**src/rtl/wb_stage.sv**
```systemverilog
// Write-back stage: MEM/WB pipeline register, load extraction/extension,
// register-file write data select and retired-instruction counter. WB_LOAD_EXT_EN enables sub-word loads.
module wb_stage #(
  parameter int unsigned CNT_W = 32
) (
  input  logic             clk,
  input  logic             rst,
  input  logic [1:0]       WB,
  input  logic             valid_in,
  input  logic             stall,
  input  logic             flush,
  input  logic [2:0]       funct3,
  input  logic [4:0]       rd,
  input  logic [31:0]      result,
  input  logic [31:0]      R_DATA,
  output logic             reg_write,
  output logic [4:0]       rd_out,
  output logic [31:0]      W_DATA,
  output logic [CNT_W-1:0] retired
);

  logic             valid_q, valid_d;
  logic             reg_wr_q, reg_wr_d;
  logic             mem_to_reg_q, mem_to_reg_d;
  logic [4:0]       rd_q, rd_d;
  logic [31:0]      result_q, result_d;
  logic [31:0]      r_data_q, r_data_d;
  logic [CNT_W-1:0] retired_q, retired_d;
  logic             load_en;
  logic [31:0]      load_data;

  assign load_en = !flush && !stall;

  // Flush only kills the control bits; the data fields simply hold.
  always_comb begin
    valid_d      = valid_q;
    reg_wr_d     = reg_wr_q;
    mem_to_reg_d = mem_to_reg_q;
    rd_d         = rd_q;
    result_d     = result_q;
    r_data_d     = r_data_q;
    if (flush) begin
      valid_d      = 1'b0;
      reg_wr_d     = 1'b0;
      mem_to_reg_d = 1'b0;
    end else if (!stall) begin
      valid_d      = valid_in;
      reg_wr_d     = WB[1];
      mem_to_reg_d = WB[0];
      rd_d         = rd;
      result_d     = result;
      r_data_d     = R_DATA;
    end
  end

  always_comb begin
    retired_d = retired_q;
    if (load_en && valid_in) begin
      retired_d = retired_q + CNT_W'(1);
    end
  end

  always_ff @(posedge clk) begin
    if (rst) begin
      valid_q      <= 1'b0;
      reg_wr_q     <= 1'b0;
      mem_to_reg_q <= 1'b0;
      rd_q         <= 5'd0;
      result_q     <= 32'd0;
      r_data_q     <= 32'd0;
      retired_q    <= '0;
    end else begin
      valid_q      <= valid_d;
      reg_wr_q     <= reg_wr_d;
      mem_to_reg_q <= mem_to_reg_d;
      rd_q         <= rd_d;
      result_q     <= result_d;
      r_data_q     <= r_data_d;
      retired_q    <= retired_d;
    end
  end

`ifdef WB_LOAD_EXT_EN
  logic [2:0]  funct3_q, funct3_d;
  logic [7:0]  byte_sel;
  logic [15:0] half_sel;

  always_comb begin
    funct3_d = funct3_q;
    if (load_en) begin
      funct3_d = funct3;
    end
  end

  always_ff @(posedge clk) begin
    if (rst) begin
      funct3_q <= 3'd0;
    end else begin
      funct3_q <= funct3_d;
    end
  end

  always_comb begin
    byte_sel = r_data_q[7:0];
    unique case (result_q[1:0])
      2'b00: byte_sel = r_data_q[7:0];
      2'b01: byte_sel = r_data_q[15:8];
      2'b10: byte_sel = r_data_q[23:16];
      2'b11: byte_sel = r_data_q[31:24];
      default: byte_sel = r_data_q[7:0];
    endcase
    // Halfword lane comes from result[1] only; misaligned halves are not trapped.
    half_sel = result_q[1] ? r_data_q[31:16] : r_data_q[15:0];
  end

  always_comb begin
    load_data = r_data_q;
    case (funct3_q)
      3'b000:  load_data = {{24{byte_sel[7]}}, byte_sel};
      3'b100:  load_data = {24'd0, byte_sel};
      3'b001:  load_data = {{16{half_sel[15]}}, half_sel};
      3'b101:  load_data = {16'd0, half_sel};
      default: load_data = r_data_q;
    endcase
  end
`else
  logic unused_funct3;
  assign unused_funct3 = ^funct3;
  assign load_data     = r_data_q;
`endif

  assign reg_write = valid_q && reg_wr_q && (rd_q != 5'd0);
  assign rd_out    = rd_q;
  assign W_DATA    = mem_to_reg_q ? load_data : result_q;
  assign retired   = retired_q;

endmodule

```
**config.mk**
```make
export PLATFORM = sky130hd
export DESIGN_NAME = wb_stage
export DESIGN_NICKNAME = d
export VERILOG_FILES = /design/src/rtl/wb_stage.sv
export SDC_FILE = /design/constraint.sdc
export NUM_CORES = 1
export LEC_CHECK = 0
export ABC_AREA = 1
export CORE_UTILIZATION = 50
export DETAILED_ROUTE_END_ITERATION = 10
export GPL_TIMING_DRIVEN = 1
export PLACE_DENSITY = 0.86
export SETUP_SLACK_MARGIN = 0.05
export SKIP_CTS_REPAIR_TIMING = 1
export SYNTH_ARGS = -nofsm -noshare
export SYNTH_HDL_FRONTEND = slang
export SYNTH_SLANG_ARGS = --single-unit
export TNS_END_PERCENT = 20
```
**constraint.sdc**
```tcl
create_clock -name clk -period 2.5 [get_ports clk]
set_clock_uncertainty 0.05 [all_clocks]
set_input_delay 0.5 -clock clk [delete_from_list [all_inputs] [get_ports clk]]
set_output_delay 0.5 -clock clk [all_outputs]
set_load 0.02 [all_outputs]
```
==> results_dict.tcl, run 1 <==
set metrics [dict create \
    vias 4606 \
    violations "DRC" \
    antenna_found_initial 0 \
    critPathCaptureType "primary output" \
    crit-reg2reg-launch "retired[0]" \
    power_w 0.003296 \
    root_buffer "clkbuf_8" \
    syn_to_final_growth_pct 37.49 \
    cp.required_ns 1.95 \
    cp.arrival_ns 1.85 \
    clock-sinks 104 \
    diodes 0 \
    drtAntennaViolNets 0 \
    hold_viol 0 \
    setup_violations 0 \
    ys_ff_latch 104 \
    drt_iter0_drc 193 \
    worstSetupPathType "flip-flop to primary output" \
    start_util 0.5216 \
    yosysWarningCount 0 \
    tightest_slew_ns 0.4642 \
    worst_setup_path_start_kind "flip-flop" \
    fin_crit_ns 2.399 \
    worstSetupEndpoint "W_DATA[16]" \
    fin_tns_setup_ns 0 \
    path_clk_slew_ns 0.09 \
    postSynthCellCount 663 \
    drv_cap 0 \
    crit_buf_inv 2 \
    hpwl_um 8473 \
    cpPeakStageDelay_ns 0.67 \
    overflow 0 \
    viasPerCell 5.101 \
    drtPass1Iterations 9 \
    cp.depth 4 \
    p_per_area_mw_per_mm2 519.4 \
    cts_buffers 9 \
    cp_slowest_cell "clkdlybuf4s50_1" \
    cts_tree "built" \
    rsz0062_at_grt "true" \
    startpoint "mem_to_reg_q" \
    synth_area_mm2 0.004616 \
    drive_above_1_share 0.04528 \
    worstPathCellList "buf_12 > nand2_1 > o21ai_0 > clkdlybuf4s50_1" \
    setup_ws_ns 0.1013 \
    grt_pass1_wl_um 19870 \
    grt_max_degree 102 \
    post_dp_cell_area_mm2 0.006146 \
    slew_viol_final 0 \
    grt_pass1_vias 4283 \
    finalCritPeriodShare 0.9595 \
    crit_family "buffers and inverters" \
    r2r_slack_ns 0.73 \
    ys_seq_area_frac 0.4511 \
    die_h_um 98.08 \
    syn_avg_cell_area_um2 6.962 \
    timing.rr.end "retired[22]" \
    design_area_mm2 0.006346 \
    reg2regPathDepth 8 \
    max_freq_mhz 416.9 \
    layout.nets 871 \
    crit_fanout 64 \
    die_w_um 98.08 \
    top_level_ports 149 \
    maxSlewHeadroom 0.6881 \
    grt.total_usage 0.2526 \
    synth_nets 743 \
    drc 8 \
    wl_per_cell_um 13.17 \
    leakage_nw 2.533 \
    rows 34 \
    clkLatencyLatePin_ns 0.35 \
    io_buffers 145 \
    status "complete, but fails checks" \
    core_area_mm2 0.008848 \
    hp-class "flip-flop to flip-flop" \
    cts.htree.levels 3 \
    yosysUniqueCellTypes 24 \
    ir_worst_vdd_uv 357.2 \
    post-place-ws_ns 0.2681 \
    globalplace.congestion 0.9345 \
    clockBufferDepth 2 \
    dieArea_mm2 0.009620 \
    wirelength_um 11890 \
]
-- cell usage after synthesis --
cell type  instances  share of area
xor2_1             4         0.0076
buf_4              1         0.0016
inv_1             68          0.055
nor2_2             3         0.0041
nor3_1             3         0.0033
nand3_4            1         0.0038
a21oi_1           48          0.052
o21ai_0          109           0.12
nand4_1           13          0.018
clkbuf_1          27          0.022
ha_1               1         0.0027
nor2_4             2         0.0049
nand2_4            3         0.0073
buf_1              1        0.00081
nand3_1           17          0.018
nand3_2            1         0.0022
nor2_8             4          0.017
nor2_1           135           0.11
nand2_2            1         0.0014
buf_2              4         0.0043
dfxtp_1          104           0.45
o21a_1             1         0.0016
o21bai_1           2         0.0033
nand2_1          110          0.089
-- metrics by stage --
step | util | hold slack, ns | cells
detailed placement | 0.6946 | 0.3883 | 888
global route | 0.7172 | 0.4188 | 903
finish | 0.7172 | 0.3999 | 903
CTS | 0.7169 | 0.4025 | 903
global placement | 0.6946 | 0.3840 | 888
floorplan | - | 0.3739 | 663
-- cell families after synthesis --
| logic type | synth area share |
|---|---|
| simple gates | 0.2795 |
| compound gates | 0.1751 |
| flops | 0.4511 |
| buf+inv | 0.08403 |
| xor+xnor | 0.007589 |
| fa+ha+maj | 0.002710 |
-- state kept, by name, summed over array words and instances (netlist names) --
name and flops:
load_data 32, mem_to_reg_q 1, rd_out 5, reg_wr_q 1, result_q 32, retired 32, valid_q 1
-- how the worst min path moves through the flow --
| stage | slack (ns) | cells past startpoint | start | endpoint |
|---|---|---|---|---|
| final | 0.40 | 2 | result_q[1] | result_q[1] |
| after global routing | 0.42 | 2 | result_q[31] | result_q[31] |
| after CTS | 0.40 | 2 | result_q[1] | result_q[1] |
| after detailed placement | 0.39 | 2 | result_q[7] | result_q[7] |
| after global placement | 0.38 | 2 | result_q[5] | result_q[5] |
| after floorplan | 0.37 | 2 | result_q[16] | result_q[16] |
-- power breakdown --
| part | internal, W | leakage (nW) | total (W) | switching, W |
|---|---|---|---|---|
| sequential | 0.00173 | 0.852 | 0.00176 | 0.0000307 |
| clock | 0.000517 | 0.0997 | 0.00105 | 0.000536 |
| combinational | 0.000242 | 1.58 | 0.000481 | 0.000239 |
| total | 0.00249 | 2.53 | 0.00330 | 0.000805 |
-- layout make-up --
cell class / count / area, um2
Inverter: 68 / 255.2
Tap cell: 108 / 135.1
Sequential cell: 104 / 2083
Multi-Input combinational cell: 458 / 2146
Clock inverter: 2 / 38.79
Clock buffer: 13 / 158.9
Fill cell: 730 / 2502
Timing Repair Buffer: 150 / 1529
-- per-layer routing --
metal / share of wire / vias to the layer above / track usage
met5: 0 / - / 0
li1: - / 2366 / -
met1: 0.43 / 2077 / 0.3104
met2: 0.47 / 141 / 0.4290
met4: 0.024 / 0 / 0.09790
met3: 0.069 / 22 / 0.05798
-- worst min-delay path, cell delays in order, from the launching register on --
cell,delay (ns)
dfxtp_1,0.31
inv_1,0.05
a21oi_1,0.05
-- cell usage in the layout, fill, tap and decap left out, types with 3 or more instances in the layout --
cell	synthesis	layout
a21oi_1	48	48
buf_12	0	3
clkbuf_8	0	11
clkdlybuf4s50_1	0	144
dfxtp_1	104	103
inv_1	68	66
nand2_1	110	110
nand2_4	3	3
nand3_1	17	17
nand4_1	13	13
nor2_1	135	135
nor2_2	3	3
nor2_8	4	4
nor3_1	3	3
o21ai_0	109	109
xor2_1	4	4
(Power assumes the default switching activity.)
==> run 2, diff against run 1 <==
--- a/config.mk
+++ b/config.mk
@@ -9,6 +9,7 @@
 export CORE_UTILIZATION = 50
 export DETAILED_ROUTE_END_ITERATION = 10
 export GPL_TIMING_DRIVEN = 1
+export HOLD_SLACK_MARGIN = 0.12
 export PLACE_DENSITY = 0.86
 export SETUP_SLACK_MARGIN = 0.05
 export SKIP_CTS_REPAIR_TIMING = 1
==> results of run 2 <==
Same layout as run 1: the final DEF is identical, and so are final timing and power.
==> run 3, diff against run 2 <==
--- a/config.mk
+++ b/config.mk
@@ -6,6 +6,7 @@
 export NUM_CORES = 1
 export LEC_CHECK = 0
 export ABC_AREA = 1
+export CORE_MARGIN = 2
 export CORE_UTILIZATION = 50
 export DETAILED_ROUTE_END_ITERATION = 10
 export GPL_TIMING_DRIVEN = 1
==> run 3 against run 2 <==
The run now ends clean. Combinational power increased by 0.8%. Count of clock-buffer cells in the layout decreased by 3. Critical path type unchanged. Sequential share of layout area is 0.10 points lower. Die area increased by 4.1%. First-iteration DRC count is 18% higher. Critical path depth did not move. Highest routed layer unchanged. Via count rose by 2.6%. Global-route usage down 0.62 points.
==> results_dict.tcl, run 3 (same netlist as run 1, synthesis figures left out) <==
set metrics [dict create \
    globalplace.congestion 0.9358 \
    max_freq_mhz 423.8 \
    antenna_found_initial 0 \
    hpwl_um 8696 \
    fin_crit_ns 2.360 \
    crit_family "buffers and inverters" \
    root_buffer "clkbuf_8" \
    start_util 0.5067 \
    rsz0062_at_grt "true" \
    setup_violations 0 \
    layout.nets 873 \
    core_area_mm2 0.009109 \
    io_buffers 145 \
    vias 4725 \
    tightest_slew_ns 0.4559 \
    viasPerCell 5.204 \
    cpPeakStageDelay_ns 0.66 \
    hold_start "result_q[0]" \
    syn_to_final_growth_pct 37.92 \
    cts_buffers 9 \
    hold_viol 0 \
    dieArea_mm2 0.01002 \
    rows 35 \
    diodes 0 \
    worst_setup_path_start_kind "flip-flop" \
    wl_per_cell_um 13.40 \
    wirelength_um 12170 \
    slew_viol_final 0 \
    path_clk_slew_ns 0.10 \
    p_per_area_mw_per_mm2 513.3 \
    grt_max_degree 76 \
    fin_tns_setup_ns 0 \
    drv_cap 0 \
    finalCritPeriodShare 0.9439 \
    cp.required_ns 1.95 \
    drtPass1Iterations 6 \
    drive_above_1_share 0.04893 \
    clock-sinks 104 \
    worstSetupPathType "flip-flop to primary output" \
    die_h_um 100.1 \
    overflow 0 \
    leakage_nw 2.536 \
    worstPathCellList "buf_12 > nand2_1 > o21ai_0 > clkdlybuf4s50_1" \
    grt_pass1_vias 4626 \
    crit_buf_inv 2 \
    cts.htree.levels 3 \
    drtAntennaViolNets 0 \
    startpoint "mem_to_reg_q" \
    grt.total_usage 0.2464 \
    cp_slowest_cell "clkdlybuf4s50_1" \
    drt_iter0_drc 228 \
    fin_util 0.6989 \
    status "completed" \
    cp.arrival_ns 1.81 \
    setup_ws_ns 0.1404 \
    final_cell_mix "clkdlybuf4s50_1 (144), nor2_1 (135), nand2_1 (110), o21ai_0 (109), dfxtp_1 (103)" \
    grt_pass1_wl_um 20070 \
    cts_tree "built" \
    critPathCaptureType "primary output" \
    clockBufferDepth 2 \
    die_w_um 100.1 \
    post-place-ws_ns 0.2137 \
    clkLatencyLatePin_ns 0.36 \
    crit-reg2reg-launch "retired[0]" \
    drc 0 \
    top_level_ports 149 \
    crit_fanout 65 \
    layout_commonest_cell "clkdlybuf4s50_1" \
    hp-class "flip-flop to flip-flop" \
    ir_worst_vdd_uv 425.2 \
    maxSlewHeadroom 0.6937 \
]
run 3: cell types whose count changed in the layout (fill, tap and decap cells not counted):
cell	before	now
clkinvlp_4	0	2
clkbuf_1	2	1
clkinv_2	0	1
buf_4	2	3
clkbuf_8	11	9
buf_12	3	4
run 3: worst reg2reg max path: cells and delay by family (launching register included):
family,cells,cell delay [ns]
AND/OR/NAND/NOR,7,0.95
flip-flops,1,0.41
adder cells (fa/ha/maj),1,0.22
run 3: final timing paths:
kind,endpoint,slack (ns),cells after the start
max,W_DATA[27],0.14,4
min,result_q[0],0.40,2
max reg2reg,retired[30],0.76,8
min reg2reg,result_q[0],0.40,2
run 3: where the power goes:
group	total, W	internal [W]	switching [W]
Sequential	0.00176	0.00173	0.0000311
Clock	0.00102	0.000458	0.000561
Combinational	0.000485	0.000246	0.000239
Total	0.00327	0.00244	0.000831
run 3: layer usage:
layer | part of all wire | track usage
met5 | 0 | 0
met4 | 0.022 | 0.1054
met1 | 0.42 | 0.2811
met3 | 0.064 | 0.06128
met2 | 0.50 | 0.4381
run 3: layout make-up:
cell class	count	area [um2]
clock buffers	10	127.6
clock inverters	5	58.81
fillers	752	2743
inverters	68	255.2
multi-input cells	458	2146
flip-flops and latches	104	2083
well taps	111	138.9
repair buffers	152	1556
run 3: metrics by stage:
step	hold WS (ns)	cells	total power [W]	cell area (um2)
2_1_floorplan	0.3739	663	0.002022	4616
3_3_place_gp	0.3820	893	0.002274	6177
3_5_place_dp	0.3886	893	0.002286	6177
4_1_cts	0.4015	908	0.003292	6364
5_1_grt	0.4190	908	0.003403	6366
6_report	0.3985	908	0.003268	6366
